==> src/rtl/booth_pkg.sv <==
// Shared types and constants for the sequential radix-2 Booth multiplier.
package booth_pkg;

  typedef enum logic [1:0] {
    IDLE = 2'd0,
    RUN  = 2'd1,
    DONE = 2'd2
  } state_e;

  // Booth pair is {Q[0], q_1}; all other pairs leave the accumulator alone.
  localparam logic [1:0] PAIR_ADD = 2'b01;
  localparam logic [1:0] PAIR_SUB = 2'b10;

  function automatic int steps(input int width);
    return width + 1;
  endfunction

endpackage

==> src/rtl/booth_step.sv <==
// One combinational radix-2 Booth iteration: add/sub M, then arithmetic shift right.
module booth_step
  import booth_pkg::*;
#(
  parameter int WIDTH = 8
) (
  input  logic [WIDTH:0] acc_i,
  input  logic [WIDTH:0] mul_i,
  input  logic           qm1_i,
  input  logic [WIDTH:0] mcand_i,
  output logic [WIDTH:0] acc_o,
  output logic [WIDTH:0] mul_o,
  output logic           qm1_o
);

  logic [WIDTH:0] sum;

  always_comb begin
    sum = acc_i;
    case ({mul_i[0], qm1_i})
      PAIR_ADD: sum = acc_i + mcand_i;
      PAIR_SUB: sum = acc_i - mcand_i;
      default:  sum = acc_i;
    endcase
  end

  // Shift of {A,Q,q_1} keeps the sign of A and moves A's LSB into Q's MSB.
  assign acc_o = {sum[WIDTH], sum[WIDTH:1]};
  assign mul_o = {sum[0], mul_i[WIDTH:1]};
  assign qm1_o = mul_i[0];

endmodule

==> src/rtl/seq_booth_multiplier.sv <==
// Multi-cycle radix-2 Booth multiplier with start/done handshake and signed/unsigned mode.
// Optional product accumulation is enabled by defining SEQ_BOOTH_ACC_EN.
module seq_booth_multiplier
  import booth_pkg::*;
#(
  parameter int WIDTH = 8
) (
  input  logic                 clk,
  input  logic                 rst,
  input  logic                 start,
  input  logic                 is_signed,
`ifdef SEQ_BOOTH_ACC_EN
  input  logic                 accumulate,
`endif
  input  logic [WIDTH-1:0]     a,
  input  logic [WIDTH-1:0]     b,
  output logic                 busy,
  output logic                 done,
  output logic [2*WIDTH-1:0]   product
);

  localparam int STEPS = steps(WIDTH);
  localparam int CNT_W = $clog2(WIDTH + 2);
  localparam logic [CNT_W-1:0] LAST = CNT_W'(STEPS - 1);

  state_e             state_q;
  logic [WIDTH:0]     acc_q, mul_q, mcand_q;
  logic               qm1_q;
  logic [CNT_W-1:0]   cnt_q;
  logic               busy_q, done_q;
  logic [2*WIDTH-1:0] product_q;
`ifdef SEQ_BOOTH_ACC_EN
  logic               accEn_q;
`endif

  logic [WIDTH:0]     acc_d, mul_d;
  logic               qm1_d;
  logic [2*WIDTH-1:0] result;

  booth_step #(.WIDTH(WIDTH)) u_step (
    .acc_i   (acc_q),
    .mul_i   (mul_q),
    .qm1_i   (qm1_q),
    .mcand_i (mcand_q),
    .acc_o   (acc_d),
    .mul_o   (mul_d),
    .qm1_o   (qm1_d)
  );

  // The top two bits of {A,Q} are pure sign extension, so truncation is exact.
  assign result = (2*WIDTH)'({acc_d, mul_d});

  always_ff @(posedge clk or posedge rst) begin
    if (rst) begin
      state_q   <= IDLE;
      acc_q     <= '0;
      mul_q     <= '0;
      mcand_q   <= '0;
      qm1_q     <= 1'b0;
      cnt_q     <= '0;
      busy_q    <= 1'b0;
      done_q    <= 1'b0;
      product_q <= '0;
`ifdef SEQ_BOOTH_ACC_EN
      accEn_q   <= 1'b0;
`endif
    end else begin
      case (state_q)
        IDLE, DONE: begin
          done_q  <= 1'b0;
          busy_q  <= 1'b0;
          state_q <= IDLE;
          if (start) begin
            mcand_q <= is_signed ? {a[WIDTH-1], a} : {1'b0, a};
            mul_q   <= is_signed ? {b[WIDTH-1], b} : {1'b0, b};
            acc_q   <= '0;
            qm1_q   <= 1'b0;
            cnt_q   <= '0;
            busy_q  <= 1'b1;
            state_q <= RUN;
`ifdef SEQ_BOOTH_ACC_EN
            accEn_q <= accumulate;
`endif
          end
        end
        RUN: begin
          acc_q <= acc_d;
          mul_q <= mul_d;
          qm1_q <= qm1_d;
          cnt_q <= cnt_q + CNT_W'(1);
          if (cnt_q == LAST) begin
`ifdef SEQ_BOOTH_ACC_EN
            product_q <= accEn_q ? (product_q + result) : result;
`else
            product_q <= result;
`endif
            busy_q  <= 1'b0;
            done_q  <= 1'b1;
            state_q <= DONE;
          end
        end
        default: begin
          busy_q  <= 1'b0;
          done_q  <= 1'b0;
          state_q <= IDLE;
        end
      endcase
    end
  end

  assign busy    = busy_q;
  assign done    = done_q;
  assign product = product_q;

endmodule

==> config.mk <==
export PLATFORM = sky130hd
export DESIGN_NAME = seq_booth_multiplier
export DESIGN_NICKNAME = d
export VERILOG_FILES = /design/src/rtl/booth_pkg.sv /design/src/rtl/booth_step.sv /design/src/rtl/seq_booth_multiplier.sv
export SDC_FILE = /design/constraint.sdc
export NUM_CORES = 1
export LEC_CHECK = 0
export CAP_MARGIN = 20
export CORE_UTILIZATION = 49
export DETAILED_ROUTE_END_ITERATION = 6
export GPL_TIMING_DRIVEN = 0
export MAX_ROUTING_LAYER = met4
export PLACE_DENSITY = 0.78
export RECOVER_POWER = 25
export SLEW_MARGIN = 20
export SYNTH_ARGS = -nofsm -noshare
export SYNTH_HDL_FRONTEND = slang
export SYNTH_HIERARCHICAL = 1
export SYNTH_SLANG_ARGS = --single-unit
==> constraint.sdc <==
create_clock -name clk -period 8.14 [get_ports clk]
set_clock_uncertainty 0.2 [all_clocks]
set_input_delay 1.628 -clock clk [delete_from_list [all_inputs] [get_ports clk]]
set_output_delay 1.628 -clock clk [all_outputs]
set_load 0.01 [all_outputs]
**Yosys cells after proc, flatten, opt, wreduce, memory -nomap -nowiden**

Cells that the tools add are included.
W data, S select, Z words.

- Register bits: 52
- Bits of input ports: 20
- Output and inout bits: 18

- $add $sub $neg: 3
- Mux-type cells: 19
- Reduce and logical (&&, ||, !) cells: 6
- Eq/ne operators: 7

Operator list:

| operator | number |
|---|---|
| $pmux W9 S2 | 3 |
| $mux W9 | 4 |
| $add A9 B9 Y9 | 1 |
| $sub A9 B9 Y9 | 1 |
| $pmux W4 S2 | 1 |
| $mux W1 | 6 |
| $reduce_and A2 Y1 | 3 |
| $add A4 B1 Y4 const B | 1 |
| $eq A2 B1 Y1 const B | 2 |
| $eq A2 B2 Y1 const B | 2 |
| $eq A4 B4 Y1 const B | 1 |
| $mux W4 | 1 |
| $ne A2 B2 Y1 const B | 2 |
| $pmux W1 S2 | 2 |
| $pmux W2 S2 | 1 |
| $logic_not A2 Y1 | 1 |
| $mux W2 | 1 |
| $reduce_bool A2 Y1 | 1 |
| $reduce_or A2 Y1 | 1 |

**Depth between registers and ports, before layout**

Gate-level depths: netlist (run 1).

- Depth in word-level cells: 4
- Depth in mapped cells: 13
- Depth with buffers taken out: 11

**Hierarchy**

Netlist (run 1), hierarchy kept.

By module, submodules not included:

| module | area an instance (sq um) | seq. area each (sq um) | times used | cells an instance |
|---|---|---|---|---|
| seq_booth_multiplier | 2020.7 | 1251.2 | 1 | 151 |
| booth_step | 764.5 | 0.0 | 1 | 103 |

**Worst setup path after synthesis (run 1)**

Ideal clock, no wire load.

- Path kind: register -> register
- Start: reg mul_q[0]
- End: reg acc_q[8]
- Path buffers: 2
- Arrival time: 2.559 ns
- Slack: 5.260 ns
- Stages on the path, launching flop included: 13
- Clock period less this slack: 2.880 ns
- Path through: dfrtp_1 > ha_1 > clkbuf_1 > a31oi_1 > xnor2_1 > ha_1 > or3_1 > a21oi_2 > o22ai_1 > nor3b_2 > xor2_1 > buf_4 > a22o_1

- Word-level cells in the longest chain between the ends: 3
- Elaborated cells between the ends (all ways): 4
- Those cells by class: eq/ne: 2; mux: 2

RTL lines:

| element | RTL line | RTL |
|---|---|---|
| from (decl) | seq_booth_multiplier.sv:27 | `logic [WIDTH:0] acc_q, mul_q, mcand_q;` |
| from (signal assigned) | seq_booth_multiplier.sv:75 | `mul_q <= is_signed ? {b[WIDTH-1], b} : {1'b0, b};` |
| from (signal assigned) | seq_booth_multiplier.sv:88 | `mul_q <= mul_d;` |
| $eq A2 B2 Y1 or $eq A2 B1 Y1 (tied branches) | booth_step.sv:20 | `case ({mul_i[0], qm1_i})` |
| $pmux W9 S2 * | booth_step.sv:20 |  |
| via acc_d[7] | seq_booth_multiplier.sv:36 | `logic [WIDTH:0] acc_d, mul_d;` |
| $pmux W9 S2 * | seq_booth_multiplier.sv:68 | `case (state_q)` |
| to (signal assigned) | seq_booth_multiplier.sv:56 | `acc_q <= '0;` |
| to (signal assigned) | seq_booth_multiplier.sv:76 | `acc_q <= '0;` |
| to (signal assigned) | seq_booth_multiplier.sv:87 | `acc_q <= acc_d;` |
| to (decl) | seq_booth_multiplier.sv:27 |  |

The timed path passes the listed nets; every way through them passes the cells marked *.
A chain may end at the register's enable or synchronous reset.

==> results.md, run 1 <==
* Status: complete, but fails checks
* Failing checks: capacitance limit, slew limit
* Non-Filler Instances at 372
* DIE AREA at 5989 um2
* Mapped cell area at 2785 um2
* Post-Syn Area per Cell at 10.97 um2
* Synth area leader: dfrtp_1
* Final Hold Vio Count at 0
* Antenna violations before repair at 0
* Tmin final at 4.170 ns
* Final ANT Viol Nets at 0
* First-pass GRT wire length at 9839 um
* Power density cells at 520.4 nW/um2
* Area of the multi-input gates at 1310 um2
* DR WL/cell at 15.02 um
* CP Max Fanout at 34
* CP top delay family: buffers and inverters
* CTS tree: yes
* Routability congestion estimate at 0.8445
* Iter 0 DRT Violations at 106
* Grt met2 use at 0.3646
* # diodes at 0
* Critical Path RT at 8.02 ns
* Share of Yosys cell area claimed by the top area cell type at 0.4492
* Largest cells by area after synthesis: dfrtp_1, a22o_1, ha_1
* Pins Over Slew Limit at 35
* Vias in the first global route at 2,119
* Hold WC Path Type: reg2reg
* Yosys Warn Count at 6
* DP Wirelength at 4183 um
* Initial Util at 0.5058
* Crit-path cells: dlygate4sd3_1 -> inv_1 -> clkbuf_1
* Vias at 2,014
* Reg clk slew, reported paths at 0.09 ns
* Drt drc at 0
* Clk_lat worst skew at 0.30 ns
* Fin crit share at 0.5123
* Worst-margin pin slew at 1.814 ns
* Crit Reg-Reg Startpoint: qm1_q
* Placed Cells at 364
* Leakage at 1.535 nW
* Ys async rst share at 1.000
* Total gr overflow at 0
* FF-to-FF path depth at 12
* Max_cap viols at 1
* Sequential area share after synthesis at 0.4492
* Register area at 1251 um2
* Total negative slack at 0 ns
* Dpl ws at 4.769 ns
* Via-per-instance ratio at 5.414
* All-Layer GR Usage at 0.2161
* Largest net degree at the start of global routing at 35
* Die Y at 77.39 um
* GR met3 Demand/Resource at 0.03647
* Root Buffer Master: clkbuf_8
* Row cnt at 27
* Post-synth EDFFs at 0
* Ys flop type: dfrtp_1
* First drt pass iteration count at 4
* Hold_sp: mul_q[2]
* Placed instance area at 3266 um2
* Worst slew margin at -0.2094
* Die X at 77.39 um
* Clock tree sinks at 50
* Met1 usage at 0.2610
* Critical Path Start Type: input pin
* Most common cell in the synthesized netlist: dfrtp_1
* Critical path's slowest cell: clkbuf_1
* Commonest cells post-synth: dfrtp_1, nand2_1, a22o_1
* Hold endpoint: mul_q[2]
* WL final at 5587 um
* Worst Path Buf+Inv at 3
* Crit path largest cell delay at 1.37 ns
* WS Path Type: in2async
* Finished Core Util at 0.5944
* Fmax at 0.2398 GHz
* Number of post-CTS setup repair buffers at 0
* Hold path cells at 1
* Nets at 332
* Syn_nets at 287
* Unrepaired setup endpoints after global routing: false
* Flop-to-flop setup slack at 4.95 ns
* Cts bufs inserted at 5
* CORE AREA at 5507 um2
* Num ports at 38
* Unique cell type count in the Yosys netlist at 49
* Post-cts resize count at 0
* Cells after Synth at 254
* IO Port Bufs at 37
* Share of layout cells above drive strength 1 at 0.1400
* Design area at 3273 um2
* H-tree Lvls at 2
* Top Usage Layer GRT: met2
* Max clock buf depth at 2
* Maximum vdd drop at 0.2236 mV
* Setup ws final at 3.970 ns
* Final setup fails at 0
* Seq cells post-synth at 50
* Worst path arrival time at 4.05 ns
* P&R area growth vs syn at 17.52%
* Worst r2r dst: acc_q[8]
* Critical path endpoint category: asynchronous set/reset pin
* CTS Hold Bufs at 0
* # fillers at 471
## power breakdown
part           switching [mW]  internal [mW]
registers               0.101          0.374
clock network          0.0843         0.0609
logic                   0.522          0.561
## layout by cell type (no fill, tap or decap), types with 6 or more instances in the layout
cell,netlist,layout
dfrtp_1,50,50
nor2_1,7,7
nand2_1,38,38
xnor2_1,7,7
ha_1,12,12
buf_4,10,10
mux2_2,9,9
clkbuf_1,3,6
inv_1,9,9
a21o_1,8,8
mux2_1,0,7
buf_2,6,6
clkdlybuf4s50_1,0,35
a22o_1,19,19
## layer usage
metal | vias to the layer above | part of all wire
met1 | 979 | 0.45
met5 | - | 0
met3 | 8 | 0.040
met2 | 43 | 0.49
met4 | 0 | 0.018
li1 | 984 | -
## how the worst max path moves through the flow
stage,startpoint,endpoint,slack [ns],depth (start not counted)
after floorplan,rst,acc_q[0],5.11,1
after global placement,rst,mcand_q[0],4.11,2
after detailed placement,start,cnt_q[0],4.77,6
after CTS,qm1_q,acc_q[8],4.94,12
after global routing,rst,mcand_q[6],3.45,3
final,rst,cnt_q[3],3.97,3
## layout make-up
cell class,count,share of cell area
buffer,22,0.03899
clock buffer,6,0.02217
clock inverter,2,0.004205
inverter,9,0.01032
multi-input combinational,173,0.4002
sequential,50,0.3823
tap,72,0.02752
timing repair buffer,38,0.1143
## logic make-up (layout without fill, tap and decap cells)
kind of cell,count (synthesis),in the layout,synth area share
simple gates,70,70,0.1357
compound gates,58,58,0.1595
flops,50,50,0.4492
buf+inv,31,77,0.06379
mux,22,22,0.09928
fa+ha+maj,13,13,0.06109
xor+xnor,10,10,0.03145
## per-stage QoR
step | total power, mW | hold WS, ns
finish | 1.703 | 0.2857
global route | 1.864 | 0.3007
CTS | 1.743 | 0.2915
detailed placement | 1.592 | 0.2702
global placement | 1.558 | 0.2616
floorplan | 1.313 | 0.2504
## sequential cells by signal, indices dropped and copies added (netlist names)
name and count:
acc_q 9, state_q 1, mul_q 9, qm1_q 1, done 1, product 16, cnt_q 4, mcand_q 9
(Power assumes the default switching activity.)
==> inputs of run 2 (changes only) <==
--- a/config.mk
+++ b/config.mk
@@ -10,7 +10,7 @@
 export DETAILED_ROUTE_END_ITERATION = 6
 export GPL_TIMING_DRIVEN = 0
 export MAX_ROUTING_LAYER = met4
-export PLACE_DENSITY = 0.78
+export PLACE_DENSITY = 0.8
 export RECOVER_POWER = 25
 export SLEW_MARGIN = 20
 export SYNTH_ARGS = -nofsm -noshare
==> constraint.sdc (replaced) <==
create_clock -name clk -period 3.7 [get_ports clk]
set_clock_uncertainty 0.2 [all_clocks]
set_input_delay 0.74 -clock clk [delete_from_list [all_inputs] [get_ports clk]]
set_output_delay 0.74 -clock clk [all_outputs]
set_load 0.01 [all_outputs]
==> results.md, run 2 (synthesized netlist as in run 1, its figures left out) <==
* Total negative slack at 0 ns (unchanged)
* Crit Reg-Reg Startpoint: mul_q[0] (was qm1_q)
* Final setup fails at 0 (unchanged)
* Vias at 2,068 (was 2,014)
* Crit path top cell by count: ha_1
* Initial Util at 0.5058 (unchanged)
* Reg clk slew, reported paths at 0.10 ns (was 0.09 ns)
* Crit-path cells: ha_1 -> clkbuf_1 -> a31oi_1 -> xnor2_1 -> ha_1 -> or3_1 -> a21oi_2 -> o22ai_1 -> nor3b_2 -> xor2_1 -> buf_4 -> a22o_1 (was dlygate4sd3_1 -> inv_1 -> clkbuf_1)
* CP Max Fanout at 9 (was 34)
* # fillers at 476 (was 471)
* Placed Cells at 364 (unchanged)
* IO Port Bufs at 37 (unchanged)
* Final ANT Viol Nets at 0 (unchanged)
* Root Buffer Master: clkbuf_8 (unchanged)
* Max clock buf depth at 2 (unchanged)
* Worst Path Buf+Inv at 2 (was 3)
* Pins Over Slew Limit at 0 (was 35)
* Unrepaired setup endpoints after global routing: false (unchanged)
* Worst path arrival time at 3.22 ns (was 4.05 ns)
* Clk_lat worst skew at 0.31 ns (was 0.30 ns)
* Worst-margin pin slew at 1.244 ns (was 1.814 ns)
* Crit path largest cell delay at 0.42 ns (was 1.37 ns)
* Iter 0 DRT Violations at 131 (was 106)
* Total gr overflow at 0 (unchanged)
* Area of the multi-input gates at 1356 um2 (was 1310 um2)
* Critical path's slowest cell: dfrtp_1 (was clkbuf_1)
* Net Sw Power at 1.639 mW (was 707.1 uW)
* First-pass GRT wire length at 10,180 um (was 9839 um)
* Worst slew margin at 0.1709 (was -0.2094)
* Cell Int Power at 2.317 mW (was 996.3 uW)
* Comb pwr share at 0.631 (was 0.636)
* Cts bufs inserted at 5 (unchanged)
* CORE AREA at 5507 um2 (unchanged)
* DIE AREA at 5989 um2 (unchanged)
* Critical Path RT at 3.71 ns (was 8.02 ns)
* Finished Core Util at 0.6112 (was 0.5944)
* Post-cts resize count at 0 (unchanged)
* Tmin final at 3.213 ns
* Commonest non-fill, non-tap cell in the layout: dfrtp_1 (unchanged)
* CTS tree: yes (unchanged)
* # diodes at 0 (unchanged)
* WL final at 5874 um (was 5587 um)
* Critical Path Start Type: flop (was input pin)
* Fin crit share at 0.8684
* Power density cells at 1176 nW/um2 (was 520.4 nW/um2)
* All-Layer GR Usage at 0.2223 (was 0.2161)
* Die X at 77.39 um (unchanged)
* Fmax at 0.3112 GHz
* Clock tree sinks at 50 (unchanged)
* Maximum vdd drop at 0.5992 mV (was 0.2236 mV)
* Largest net degree at the start of global routing at 29 (was 35)
* Status: finished, final reports clean (was complete, but fails checks)
* Sw frac at 0.4144 (was 0.4151)
* Final Hold Vio Count at 0 (unchanged)
* Register area at 1251 um2 (unchanged)
* CP top delay family: compound AO/OA/AOI/OAI gates (was buffers and inverters)
* Critical path endpoint category: flop (was asynchronous set/reset pin)
* DR WL/cell at 15.79 um (was 15.02 um)
* Sequential power share at 0.266 (was 0.279)
* Antenna violations before repair at 0 (unchanged)
* Drt drc at 0 (unchanged)
* DP Wirelength at 4285 um (was 4183 um)
* Crit path launch: mul_q[0] (was rst)
* Hold_sp: mul_q[3] (was mul_q[2])
* Via-per-instance ratio at 5.559 (was 5.414)
* CTS Hold Bufs at 0 (unchanged)
* WS Path Type: reg2reg (was in2async)
* Vias in the first global route at 2,181 (was 2,119)
* Dpl ws at 0.5235 ns (was 4.769 ns)
* P&R area growth vs syn at 20.84% (was 17.52%)
* Setup ws final at 0.4870 ns (was 3.970 ns)
* Hold WC Path Type: reg2reg (unchanged)
* First drt pass iteration count at 4 (unchanged)
* Non-Filler Instances at 372 (unchanged)
* Share of layout cells above drive strength 1 at 0.1700 (was 0.1400)
* Most frequent cells in the layout: dfrtp_1, nand2_1, clkdlybuf4s50_1 (unchanged)
* Die Y at 77.39 um (unchanged)
* Num ports at 38 (unchanged)
* Max_cap viols at 0 (was 1)
* Number of post-CTS setup repair buffers at 0 (unchanged)
* Clk pwr share at 0.103 (was 0.085)
* Nets at 332 (unchanged)
* H-tree Lvls at 2 (unchanged)
* Row cnt at 27 (unchanged)
* Leakage at 1.589 nW (was 1.535 nW)
* Largest register FFs at 16 (unchanged)
* Routability congestion estimate at 0.8504 (was 0.8445)
-- run 2: worst paths after layout --
| path | endpoint | slack [ns] | cells after the start |
|---|---|---|---|
| min in group asynchronous | product[13] | 0.93 | 2 |
| hold / removal | mul_q[3] | 0.29 | 1 |
| hold reg to reg | mul_q[3] | 0.29 | 1 |
| max in group asynchronous | mul_q[2] | 0.68 | 3 |
| setup / recovery | acc_q[8] | 0.49 | 12 |
| setup reg to reg | acc_q[8] | 0.49 | 12 |
-- run 2: power by group through the flow --
stage               sequential [mW]  clock [mW]  combinational, mW
global placement               1.05           0               2.38
finish                         1.05       0.408               2.50
floorplan                      1.05           0               1.84
CTS                            1.05       0.413               2.50
global route                   1.09       0.433               2.75
detailed placement             1.06           0               2.47
-- run 2: final cells by class --
class | count | area share
Buffer | 22 | 0.04238
Clock buffer | 5 | 0.02045
Clock inverter | 3 | 0.01450
Inverter | 9 | 0.01004
Multi-Input combinational cell | 173 | 0.4030
Sequential cell | 50 | 0.3717
Tap cell | 72 | 0.02677
Timing Repair Buffer | 38 | 0.1112
-- run 2: metal layers --
metal | global-route usage | vias up | part of all wire
met3 | 0.04118 | 11 | 0.039
met1 | 0.2743 | 1035 | 0.44
li1 | - | 977 | -
met4 | 0.07170 | 0 | 0.016
met5 | - | - | 0
met2 | 0.3690 | 45 | 0.50
-- run 2: stage by stage --
stage | hold slack (ns) | power [mW] | instance area, um2
CTS | 0.2912 | 3.966 | 3391
finish | 0.2870 | 3.957 | 3366
floorplan | 0.2504 | 2.888 | 2785
global route | 0.3040 | 4.265 | 3366
detailed placement | 0.2689 | 3.535 | 3273
global placement | 0.2599 | 3.426 | 3246
